### src/rtl/uu_wlan_tx_fifo_pkg.sv
// rtl/uu_wlan_tx_fifo_pkg.sv - shared state encoding, reset values and sizing helper for the TX FIFO controller
package uu_wlan_tx_fifo_pkg;

    typedef enum logic [2:0] {
        ST_IDLE  = 3'd0,
        ST_VEC   = 3'd1,
        ST_START = 3'd2,
        ST_DATA  = 3'd3,
        ST_DRAIN = 3'd4,
        ST_END   = 3'd5
    } tx_state_e;

    localparam tx_state_e RST_STATE = ST_IDLE;
    localparam logic      RST_FLAG  = 1'b0;

    // Occupancy needs one extra bit so that a completely full buffer is representable.
    function automatic int level_w(input int depth);
        return $clog2(depth) + 1;
    endfunction

endpackage

### src/rtl/uu_wlan_sync_fifo.sv
// rtl/uu_wlan_sync_fifo.sv - single-clock buffer with exact occupancy, zero-latency head and synchronous flush
module uu_wlan_sync_fifo
    import uu_wlan_tx_fifo_pkg::*;
#(
    parameter int DATA_W = 8,
    parameter int DEPTH  = 64
) (
    input  logic                        clk,
    input  logic                        rst_n,
    input  logic                        flush,
    input  logic                        wr_en,
    input  logic [DATA_W-1:0]           wr_data,
    input  logic                        rd_en,
    output logic [DATA_W-1:0]           rd_data,
    output logic [level_w(DEPTH)-1:0]   level,
    output logic                        full,
    output logic                        empty
);

    localparam int PTR_W = $clog2(DEPTH);
    localparam int LVL_W = level_w(DEPTH);

    logic [DATA_W-1:0] mem_q [DEPTH];
    logic [PTR_W-1:0]  wr_ptr_q, wr_ptr_d;
    logic [PTR_W-1:0]  rd_ptr_q, rd_ptr_d;
    logic [LVL_W-1:0]  level_q, level_d;
    logic              do_wr, do_rd;

    assign full    = (level_q == LVL_W'(DEPTH));
    assign empty   = (level_q == '0);
    assign level   = level_q;
    assign rd_data = mem_q[rd_ptr_q];

    always_comb begin
        do_wr    = wr_en && !full && !flush;
        do_rd    = rd_en && !empty && !flush;
        wr_ptr_d = wr_ptr_q;
        rd_ptr_d = rd_ptr_q;
        level_d  = level_q;
        if (flush) begin
            wr_ptr_d = '0;
            rd_ptr_d = '0;
            level_d  = '0;
        end else begin
            if (do_wr) wr_ptr_d = wr_ptr_q + 1'b1;
            if (do_rd) rd_ptr_d = rd_ptr_q + 1'b1;
            case ({do_wr, do_rd})
                2'b10:   level_d = level_q + 1'b1;
                2'b01:   level_d = level_q - 1'b1;
                default: level_d = level_q;
            endcase
        end
    end

    always_ff @(posedge clk) begin
        if (!rst_n) begin
            wr_ptr_q <= '0;
            rd_ptr_q <= '0;
            level_q  <= '0;
        end else begin
            wr_ptr_q <= wr_ptr_d;
            rd_ptr_q <= rd_ptr_d;
            level_q  <= level_d;
        end
    end

    // Storage carries no reset; the head is only meaningful while not empty.
    always_ff @(posedge clk) begin
        if (do_wr) mem_q[wr_ptr_q] <= wr_data;
    end

endmodule

### src/rtl/uu_wlan_tx_fifo_ctrl.sv
// rtl/uu_wlan_tx_fifo_ctrl.sv - MAC->PHY TX sequencer: buffers TXVECTOR and PSDU, drives TXSTART/TXDATA/TXEND handshakes
module uu_wlan_tx_fifo_ctrl
    import uu_wlan_tx_fifo_pkg::*;
#(
    parameter int DATA_W    = 8,
    parameter int DEPTH     = 64,
    parameter int TXVEC_LEN = 32
) (
    input  logic                        clk,
    input  logic                        rst_n,
    input  logic                        enable,
    input  logic                        mac2fifo_txstart_req,
    input  logic                        mac2fifo_frame_val,
    input  logic [DATA_W-1:0]           mac2fifo_phy_frame,
    input  logic                        mac2fifo_txend_req,
    output logic                        fifo2mac_txstart_confirm,
    output logic                        fifo2mac_txdata_confirm,
    output logic                        fifo2mac_txend_confirm,
    output logic                        fifo2phy_txstart_req,
    output logic                        fifo2phy_frame_val,
    output logic [DATA_W-1:0]           fifo2phy_phy_frame,
    output logic                        fifo2phy_txend_req,
    input  logic                        phy2fifo_txstart_confirm,
    input  logic                        phy2fifo_txdata_confirm,
    input  logic                        phy2fifo_txend_confirm,
    output logic [level_w(DEPTH)-1:0]   fifo_level,
    output logic                        overflow_err,
    output logic                        underrun_err
);

    localparam int VEC_W = (TXVEC_LEN > 1) ? $clog2(TXVEC_LEN) : 1;
    localparam int LVL_W = level_w(DEPTH);

    tx_state_e         state_q, state_d;
    logic [VEC_W-1:0]  vec_cnt_q, vec_cnt_d;
    logic              start_cf_seen_q, start_cf_seen_d;
    logic              start_pulse_q, start_pulse_d;
    logic              end_pulse_q, end_pulse_d;
    logic              ovf_q, ovf_d;
    logic              unr_q, unr_d;
    logic              start_cf_now;
    logic              push, pop, flush, out_val;
    logic              full, empty;
    logic [DATA_W-1:0] head_data;
    logic [LVL_W-1:0]  level;

    uu_wlan_sync_fifo #(
        .DATA_W (DATA_W),
        .DEPTH  (DEPTH)
    ) u_fifo (
        .clk     (clk),
        .rst_n   (rst_n),
        .flush   (flush),
        .wr_en   (push),
        .wr_data (mac2fifo_phy_frame),
        .rd_en   (pop),
        .rd_data (head_data),
        .level   (level),
        .full    (full),
        .empty   (empty)
    );

    always_comb begin
        state_d         = state_q;
        vec_cnt_d       = vec_cnt_q;
        start_cf_seen_d = start_cf_seen_q;
        start_pulse_d   = 1'b0;
        end_pulse_d     = 1'b0;
        ovf_d           = ovf_q;
        unr_d           = unr_q;
        start_cf_now    = start_cf_seen_q || phy2fifo_txstart_confirm;
        push            = 1'b0;
        flush           = 1'b0;
        out_val         = (state_q inside {ST_START, ST_DATA, ST_DRAIN}) && !empty;
        pop             = out_val && phy2fifo_txdata_confirm;

        fifo2phy_txstart_req    = (state_q == ST_START) && !start_cf_seen_q;
        fifo2phy_txend_req      = (state_q == ST_END);
        fifo2mac_txdata_confirm = (state_q == ST_DATA) && !full;

        // Disable aborts the frame from any state; error flags deliberately survive it.
        if (!enable) begin
            state_d         = ST_IDLE;
            vec_cnt_d       = '0;
            start_cf_seen_d = 1'b0;
            flush           = 1'b1;
            pop             = 1'b0;
        end else begin
            case (state_q)
                ST_IDLE: begin
                    if (mac2fifo_txstart_req) begin
                        state_d   = ST_VEC;
                        vec_cnt_d = '0;
                        ovf_d     = 1'b0;
                        unr_d     = 1'b0;
                    end
                end
                ST_VEC: begin
                    if (mac2fifo_frame_val) begin
                        push      = 1'b1;
                        vec_cnt_d = vec_cnt_q + 1'b1;
                        if (vec_cnt_q == VEC_W'(TXVEC_LEN - 1)) begin
                            state_d         = ST_START;
                            start_cf_seen_d = 1'b0;
                        end
                    end
                end
                ST_START: begin
                    start_cf_seen_d = start_cf_now;
                    if (start_cf_now && empty) begin
                        state_d         = ST_DATA;
                        start_pulse_d   = 1'b1;
                        start_cf_seen_d = 1'b0;
                    end
                end
                ST_DATA: begin
                    push = mac2fifo_frame_val && !full;
                    if (mac2fifo_frame_val && full) ovf_d = 1'b1;
                    if (empty && phy2fifo_txdata_confirm) unr_d = 1'b1;
                    if (mac2fifo_txend_req) state_d = ST_DRAIN;
                end
                ST_DRAIN: begin
                    if (empty) state_d = ST_END;
                end
                ST_END: begin
                    if (phy2fifo_txend_confirm) begin
                        state_d     = ST_IDLE;
                        end_pulse_d = 1'b1;
                    end
                end
                default: state_d = ST_IDLE;
            endcase
        end
    end

    always_ff @(posedge clk) begin
        if (!rst_n) begin
            state_q         <= RST_STATE;
            vec_cnt_q       <= '0;
            start_cf_seen_q <= RST_FLAG;
            start_pulse_q   <= RST_FLAG;
            end_pulse_q     <= RST_FLAG;
            ovf_q           <= RST_FLAG;
            unr_q           <= RST_FLAG;
        end else begin
            state_q         <= state_d;
            vec_cnt_q       <= vec_cnt_d;
            start_cf_seen_q <= start_cf_seen_d;
            start_pulse_q   <= start_pulse_d;
            end_pulse_q     <= end_pulse_d;
            ovf_q           <= ovf_d;
            unr_q           <= unr_d;
        end
    end

    assign fifo2mac_txstart_confirm = start_pulse_q;
    assign fifo2mac_txend_confirm   = end_pulse_q;
    assign fifo2phy_frame_val       = out_val;
    assign fifo2phy_phy_frame       = out_val ? head_data : '0;
    assign fifo_level               = level;
    assign overflow_err             = ovf_q;
    assign underrun_err             = unr_q;

endmodule

### config.mk
export PLATFORM = sky130hd
export DESIGN_NAME = uu_wlan_tx_fifo_ctrl
export DESIGN_NICKNAME = d
export VERILOG_FILES = /design/src/rtl/uu_wlan_tx_fifo_pkg.sv /design/src/rtl/uu_wlan_sync_fifo.sv /design/src/rtl/uu_wlan_tx_fifo_ctrl.sv
export SDC_FILE = /design/constraint.sdc
export NUM_CORES = 1
export LEC_CHECK = 0
export ABC_AREA = 0
export CORE_MARGIN = 3
export CORE_UTILIZATION = 35
export DETAILED_ROUTE_END_ITERATION = 6
export PLACE_DENSITY_LB_ADDON = 0.3
export SYNTH_ARGS = -nofsm -noshare
export SYNTH_HDL_FRONTEND = slang
export SYNTH_SLANG_ARGS = --single-unit
export TNS_END_PERCENT = 5
### constraint.sdc
create_clock -name clk -period 5.65 [get_ports clk]
set_input_delay 0.8475 -clock clk [delete_from_list [all_inputs] [get_ports clk]]
set_output_delay 0.8475 -clock clk [all_outputs]
set_load 0.01 [all_outputs]
-- Yosys cells after proc, flatten, opt, wreduce, memory -nomap -nowiden
Memory sizes are Yosys's and may differ from the RTL's. A register that Yosys moved wholly into a read port is not among the register bits.
Cells that the tools add are included.
- add/sub/neg operators: 5
- eq/ne operators: 18
- multipliers: 0
- bitwise logic cells: 0
- mux-type cells: 32
- shift-type cells: 0
- magnitude comparators: 0
- div/mod/pow operators: 0
- reductions and logical operators: 31
- operators with widths (cell ; number):
    2-to-1 mux 3 bit ; 7
    case mux 3 bit (6 select lines) ; 1
    case mux 7 bit (2 select lines) ; 1
    2-to-1 mux 1 bit ; 13
    adder 6 x 1 -> 6 bit, second input constant ; 2
    logical AND 1 bit ; 12
    2-to-1 mux 6 bit ; 2
    AND reduction 3 bit ; 4
    2-to-1 mux 5 bit ; 2
    inequality test 2 bit, second input constant ; 5
    case mux 5 bit (2 select lines) ; 1
    2-to-1 mux 8 bit ; 1
    inequality test 2 x 1 -> 1 bit, second input constant ; 4
    case mux 1 bit (2 select lines) ; 4
    AND reduction 4 bit ; 2
    nonzero test 2 bit ; 4
    adder 7 x 1 -> 7 bit, second input constant ; 1
    equality test 7 bit, second input constant ; 1
    zero test 7 bit ; 1
    AND reduction 7 bit ; 1
    subtractor 7 x 1 -> 7 bit, second input constant ; 1
    equality test 3 x 2 -> 1 bit, second input constant ; 2
    equality test 3 bit, second input constant ; 2
    adder 5 x 1 -> 5 bit, second input constant ; 1
    9 further kinds ; 11
- memory bits (read-only): 0
- memories: 1
- input bits: 17
- logic and storage cells: 97
- bits in latches: 0
- register bits: 32
- output and inout port bits: 23
- bits in writable memories: 512
- memory list (name ; depth ; bits a word ; read ports ; clocked after Yosys merged registers in ; wr ports ; RTL line ; text):
    u_fifo.mem_q ; 64 ; 8 ; 1 ; 1 ; 1 ; uu_wlan_sync_fifo.sv:23 ; logic [DATA_W-1:0] mem_q [DEPTH];

-- Logic depth before layout (Yosys ltp)
Gate-level depths: netlist of the first run.
- depth after elaboration: 9
- depth in mapped cells: 13
- depth with buffers taken out: 11

-- Hierarchy
Synthesis of the first run repeated with hierarchy kept, for this count alone.
- cell total of the unflattened synthesis: 1162
- area, all modules: 21921.0 sq um
- modules (own cells, without submodules) (module ; cells each ; area an instance (sq um) ; sequential area each (sq um) ; instances):
    uu_wlan_sync_fifo ; 1057 ; 21090.2 ; 15875.2 ; 1
    uu_wlan_tx_fifo_ctrl ; 105 ; 830.8 ; 260.2 ; 1

-- Least setup slack after synthesis of the first run
Ideal clock, no wire load.
- path kind: register -> register
- start: reg u_fifo.level_q[1], in the netlist u_fifo.level[1]
- end: reg u_fifo.level_q[6], in the netlist u_fifo.level[6]
- setup slack: 2.286 ns
- setup time: 0.124 ns
- path buffers: 2
- cell stages (with the launch flop): 14
- data arrival time: 3.240 ns
- cells stage by stage: dfxtp_1 -> buf_2 -> or4_1 -> o221ai_2 -> nor2_1 -> ha_1 -> buf_2 -> xor2_1 -> ha_1 -> a21oi_1 -> o21ai_0 -> a2111oi_0 -> mux2i_1 -> nand3_1
- word-level cells in the longest chain between the ends: 9
- elaborated cells on any way between the ends: 20
- RTL lines (what ; RTL line ; text):
    from (decl) ; uu_wlan_sync_fifo.sv:26 ; logic [LVL_W-1:0] level_q, level_d;
    from (signal assigned) ; uu_wlan_sync_fifo.sv:63 ; level_q <= level_d;
    equality test 7 bit or zero test 7 bit (tied branches) ; uu_wlan_sync_fifo.sv:29, uu_wlan_sync_fifo.sv:30 ;
    zero test 1 bit (on tied branches) ; - ;
    logical AND 1 bit (on tied branches) ; uu_wlan_tx_fifo_ctrl.sv:117, uu_wlan_tx_fifo_ctrl.sv:74 ;
    case mux 1 bit (2 select lines) or logical AND 1 bit (tied branches) ; uu_wlan_tx_fifo_ctrl.sv:89, uu_wlan_tx_fifo_ctrl.sv:75 ;
    2-to-1 mux 1 bit ; uu_wlan_tx_fifo_ctrl.sv:82 ; if (!enable) begin
    logical AND 1 bit (on tied branches) (2 in series) ; uu_wlan_sync_fifo.sv:35, uu_wlan_sync_fifo.sv:36 ;
    equality test 2 x 1 -> 1 bit or equality test 2 bit (tied branches) ; uu_wlan_sync_fifo.sv:47 ; case ({do_wr, do_rd})
    case mux 7 bit (2 select lines) or nonzero test 2 bit (tied branches) ; - ;
Parallel ways exist; a longest one is shown, timed or not.
A chain may end at the register's enable or synchronous reset.

==> results of run 1 <==
==> cells by family after synthesis <==
kind of cell               synth area share, %
adders and majority gates                0.399
and+or+nand+nor                           5.25
muxes                                     14.9
AOI/OAI and AO/OA                         3.63
DFF                                       73.5
buffers and inverters                     1.77
xor gates and xnor gates                 0.638
==> power by group through the flow <==
stage               Combinational (uW)  Sequential, uW  Clock, uW
finish                            98.9            4450       3630
global route                       109            4450       3870
CTS                                102            4450       3700
detailed placement                 102            4540          0
global placement                  97.1            4540          0
floorplan                         20.2            4540          0
==> cell usage after synthesis, types with 8 or more instances <==
| cell | instances | area share, % |
|---|---|---|
| a21oi_1 | 25 | 0.57 |
| a22oi_1 | 11 | 0.38 |
| nor3_1 | 11 | 0.25 |
| buf_2 | 21 | 0.48 |
| nor2b_1 | 12 | 0.34 |
| mux2i_1 | 30 | 1.4 |
| dfxtp_1 | 38 | 3.5 |
| o21ai_0 | 14 | 0.32 |
| edfxtp_1 | 512 | 70 |
| nand3_1 | 27 | 0.62 |
| o22ai_1 | 15 | 0.43 |
| mux4_2 | 122 | 13 |
| nand2_1 | 40 | 0.68 |
| buf_4 | 12 | 0.41 |
| inv_1 | 8 | 0.14 |
| nor2_1 | 107 | 1.8 |
| xor2_1 | 9 | 0.36 |
| nand2b_1 | 8 | 0.23 |
| clkbuf_1 | 24 | 0.41 |
==> path summary, 6_finish.rpt <==
| path | from | end | slack [ps] | cells after the start |
|---|---|---|---|---|
| setup / recovery | flip-flop | fifo2phy_phy_frame[3] | 750 | 7 |
| hold / removal | vec_cnt_q[4] | vec_cnt_q[4] | 480 | 2 |
| setup reg to reg | state_q[1] | u_fifo.level[6] | 1950 | 11 |
| hold reg to reg | vec_cnt_q[4] | vec_cnt_q[4] | 480 | 2 |
==> area by class of cell <==
class | count | area, um2
multi-input combinational | 544 | 5440
timing repair buffer | 71 | 616
fill | 5569 | 36900
inverter | 9 | 33.8
tap | 837 | 1050
sequential | 550 | 16100
clock inverter | 26 | 264
clock buffer | 75 | 1510
antenna | 1 | 2.50
==> layout by cell type (no fill, tap or decap), types with 9 or more instances in the layout <==
| cell type | synthesis | final |
|---|---|---|
| edfxtp_1 | 512 | 512 |
| mux4_2 | 122 | 122 |
| nor2_1 | 107 | 107 |
| clkbuf_16 | 0 | 57 |
| nand2_1 | 40 | 40 |
| dfxtp_1 | 38 | 35 |
| clkdlybuf4s50_1 | 0 | 31 |
| mux2i_1 | 30 | 30 |
| buf_4 | 12 | 30 |
| nand3_1 | 27 | 27 |
| a21oi_1 | 25 | 25 |
| clkinv_1 | 1 | 16 |
| clkbuf_1 | 24 | 16 |
| o22ai_1 | 15 | 15 |
| o21ai_0 | 14 | 14 |
| nor2b_1 | 12 | 12 |
| nor3_1 | 11 | 11 |
| a22oi_1 | 11 | 11 |
| xor2_1 | 9 | 9 |
==> critical path, stage by stage, from the launching register on <==
cell	delay, ps
dfxtp_4	860
buf_4	500
mux4_2	280
mux2i_1	100
mux2i_1	330
a21oi_1	160
o22ai_1	450
clkdlybuf4s50_1	640
==> flip-flops by register name (all words and copies together) (netlist names), named ones only <==
name	flops
fifo2mac_txend_confirm	1
fifo2mac_txstart_confirm	1
overflow_err	1
start_cf_seen_q	1
state_q	3
u_fifo.level	7
u_fifo.mem_q	512
u_fifo.rd_ptr_q	6
u_fifo.wr_ptr_q	6
underrun_err	1
vec_cnt_q	5
==> per-layer routing <==
metal,GRT usage [%],up-vias
met2,23.6,379
met1,22.4,5965
met4,5.65,0
li1,-,4884
met3,3.64,96
met5,0,-
==> stage by stage <==
step | instances | setup WS (ps) | power, uW | utilization (%)
final | 2113 | 748 | 8180 | 40.5
after floorplan | 1169 | 2290 | 4560 | -
after CTS | 2112 | 753 | 8250 | 40.5
after global routing | 2112 | 543 | 8420 | 40.5
after detailed placement | 2011 | 1400 | 4640 | 37.6
after global placement | 2011 | 1410 | 4630 | 37.6
==> run metrics, run 1 <==
status=finished, final reports clean; RSZ-0062 raised after global routing=no; Slew headroom=15.2%; area growth from synthesis to layout=14.1%; Slew @ Worst Pin=1270 ps; Post-DP HPWL=30.7 mm; first-pass GRT wire length=77.1 mm; Die H=257 um; Yosys cell types=63; Detailed Route WL=51.8 mm; routed via count=11300; #FFs+latches synth=550; VDD IR max=0.000217 V; Static Leakage=0.00747 uW; post-route DRC violation count=0; Power Dens Cells=326 mW/mm2; setup TNS=0 ps; Mapped Cells=1169; Comb pwr share=1.2%; Placer Congestion=0.787; total CTS buffers=55; number of synthesized flops with an enable pin=512; yosys warns=0; die area=0.0658 mm2; Crit Path Class=reg2out; Overall Global Routing Usage=15.7%; Avg WL per Cell=24.5 um; Vias/cell=5.36; Crit. End Element=primary output; Met2 Routed Length=23.5 mm; H-tree Lvls=2; clk_skew=14.4 ps; Post-CTS Setup Bufs=0; Synth Net Count=1193; Arrival @ worst endpoint=4050 ps; largest net degree at the start of global routing=65; Initial Util=35.5%; asr flop ratio synth=0%; Core ar.=0.0619 mm2; achievable frequency=0.204 GHz; Sw Ratio=19.3%; DR WL met3=3.57 mm; vias in the first global route=11600; Fin Hold WS=476 ps; clk sink count=550; Final Max Tran Viols=0; top routing layer in use=met4; boundary pin count=40; cts repair resizes=0; First-pass DRT Iterations=5; switching pwr=1580 uW; clock power share=44.4%; Cell Rows=91; gr ovfl total=0; kind of start point of the critical path=flip-flop; clk buf depth=3; initial antenna violation count=1; Hold Fails Final Rpt=0; Top FF cell, synth=edfxtp_1; share of layout cells above drive strength 1=19.8%; Finished Cell Area=0.0251 mm2; Seq/Total Area, Yosys=73.5%; syn avg cell area=18.8 um2; Post-Place Cell Area=0.0233 mm2; minimum clock period=4900 ps; Max Cap Viol=0; Final nets=1255; Int Pwr=6600 uW; clock latency on the worst-skew pair=590 ps; CP Max Fanout=44; chip width=257 um; Critical Path RT=4800 ps; PortBufs=39; met1 wire length=23.1 mm; Seq pwr share=54.4%; synthesized area=0.0220 mm2; clock slew at reported path FFs=60 ps; Starting DRT DRC Count=1082; endpoints failing setup=0; root cell of the clock tree=clkbuf_16; final worst path period share=86.8%; CTS tree=built; CTS Hold Bufs=0; worst min path class=reg2reg; post-route ant nets=0
(Power assumes the default switching activity.)
==> run 2, diff against run 1 <==
- CAP_MARGIN: not set -> 0
==> results of run 2 <==
Final layout, timing and power as in run 1 (identical DEF).
==> run 3, diff against run 2 <==
- CORE_MARGIN: 3 -> not set
==> run 3 against run 2 <==
First-iteration DRC count is 8.8% lower. Core utilization hardly changed. Cell area is 0.25% lower. Combinational power is 0.9% higher. Clock-buffer cell count is 3 lower. Fmax is 2.1% higher. Worst hold slack better by 9.8 ps. Clock skew is 2.2 ps lower. Critical path depth stayed put. Wire length is 0.75% lower. Sequential power hardly changed. Largest cell class unchanged.
==> run metrics, run 3 (synthesized netlist as in run 1, its figures left out) <==
Layout fillers=5497; CP Max Fanout=41; Post-Place Cell Area=0.0232 mm2; Largest register FFs=512; Global Route met3 Usage=3.38%; endpoints failing setup=0; chip width=253 um; Setup WS pre-CTS=1300 ps; worst min path class=reg2reg; worst reg2reg path depth=11; r2r endpoint=u_fifo.level[6]; kind of start point of the critical path=flip-flop; total CTS buffers=56; Final Non-Filler Cells=2105; PortBufs=39; largest net degree at the start of global routing=65; critical path, cell by cell=buf_12, mux4_2, a22oi_1, a31oi_1, a21oi_1, o22ai_1, clkdlybuf4s50_1; R2R Setup Slk=1850 ps; Hold Fails Final Rpt=0; RSZ-0062 raised after global routing=no; clock slew at reported path FFs=60 ps; Detailed Route WL=51.4 mm; setup TNS=0 ps; area growth from synthesis to layout=13.8%; Power Dens Cells=326 mW/mm2; Final nets=1249; VDD IR max=0.000212 V; CP max stage cell=dfxtp_4; GR peak layer=met2; share of layout cells above drive strength 1=19.7%; met2 Usage GRT=24.4%; root cell of the clock tree=clkbuf_16; worst hold start=vec_cnt_q[4]; Slew @ Worst Pin=1230 ps; Avg WL per Cell=24.4 um; status=finished, final reports clean; CTS Hold Bufs=0; boundary pin count=40; Max Cap Viol=0; initial antenna violation count=0; minimum clock period=4800 ps; most frequent cells in the layout=512 x edfxtp_1, 122 x mux4_2, 107 x nor2_1; final worst path period share=85.0%; Comb pwr share=1.2%; H-tree Lvls=2; Post-CTS Setup Bufs=0; switching pwr=1610 uW; Crit. End Element=primary output; Slew headroom=18.2%; Finished Cell Area=0.0250 mm2; clk buf depth=3; post-route ant nets=0; Cell Rows=91; clock power share=44.2%; Static Leakage=0.00744 uW; Hold Crit Depth=2; setup slack after layout=847 ps; Seq pwr share=54.6%; Critical Path RT=4800 ps; Starting DRT DRC Count=987; Post-DP HPWL=31.0 mm; clk_skew=12.2 ps; vias in the first global route=11300; routed via count=11300; WHS Endpoint=vec_cnt_q[4]; cts repair resizes=0; Worst R2R Start=state_q[1]; Crit Path Class=reg2out; Int Pwr=6540 uW; Die H=253 um; Final Max Tran Viols=0; Sw Ratio=19.8%; placed insts=2004; First-pass DRT Iterations=5; Arrival @ worst endpoint=3960 ps; delay of the slowest critical-path stage=930 ps; achievable frequency=0.208 GHz; Overall Global Routing Usage=16.3%; Placer Congestion=0.824; CTS tree=built; most common cell after layout, fill and taps aside=edfxtp_1; die area=0.0638 mm2; Vias/cell=5.35; clock latency on the worst-skew pair=610 ps; Top reg by flops=u_fifo.mem_q; first-pass GRT wire length=75.7 mm; # diodes=0; post-route DRC violation count=0; gr ovfl total=0; Core ar.=0.0618 mm2; Initial Util=35.5%; met1 GRT Util=24.1%; clk sink count=550
==> run 3: cell count changes in the layout (fill, tap and decap cells not counted) <==
cell	delta
clkinvlp_4	-1
clkinv_2	+4
inv_6	+3
clkbuf_8	-2
bufinv_16	-1
buf_4	-8
diode_2	-1
buf_12	+1
clkbuf_1	-1
clkinv_4	+2
clkinv_1	-4
==> run 3: through the flow <==
stage | hold WS (ps) | total power, uW | utilization [%]
after floorplan | 455 | 4560 | -
after global placement | 463 | 4630 | 37.6
after detailed placement | 468 | 4640 | 37.6
after CTS | 482 | 8230 | 40.4
after global routing | 495 | 8380 | 40.4
final | 485 | 8150 | 40.4
==> run 3: how the worst max path moves through the flow <==
stage | start | to | slack (ps) | depth (start not counted)
2_1_floorplan | u_fifo.level[1] | u_fifo.level[6] | 2290 | 13
3_3_place_gp | mac2fifo_frame_val | u_fifo.level[6] | 1320 | 12
3_5_place_dp | mac2fifo_frame_val | u_fifo.level[6] | 1300 | 12
4_1_cts | flip-flop | fifo2phy_phy_frame[7] | 790 | 7
5_1_grt | flip-flop | fifo2phy_phy_frame[7] | 690 | 7
6_report | flip-flop | fifo2phy_phy_frame[7] | 850 | 7
==> run 3: layout make-up <==
type,instances,area (um2),share of cell area [%]
clock inverters,29,275,1.10
inverters,9,33.8,0.135
flip-flops and latches,550,16100,64.6
clock buffers,72,1480,5.93
repair buffers,64,576,2.30
well taps,837,1050,4.19
multi-input cells,544,5440,21.8
==> run 3: routing by layer <==
layer / vias to the layer above / part of all wire, %
met5: - / 0
met4: 0 / 2.1
met3: 80 / 6.5
met2: 395 / 45
met1: 5920 / 46
li1: 4877 / -
==> run 3: critical path, delay by kind of cell (launching register included) <==
family	cells	cell delay (ps)
AO/OA/AOI/OAI	4	1190
buffers and inverters	2	980
flip-flops	1	930
multiplexers	1	240
==> run 3: power by group through the flow <==
stage | sequential (uW) | combinational [uW] | clock [uW]
floorplan | 4540 | 20.2 | 0
global placement | 4540 | 97.7 | 0
detailed placement | 4540 | 103 | 0
CTS | 4450 | 103 | 3670
global route | 4450 | 109 | 3820
finish | 4450 | 99.8 | 3600
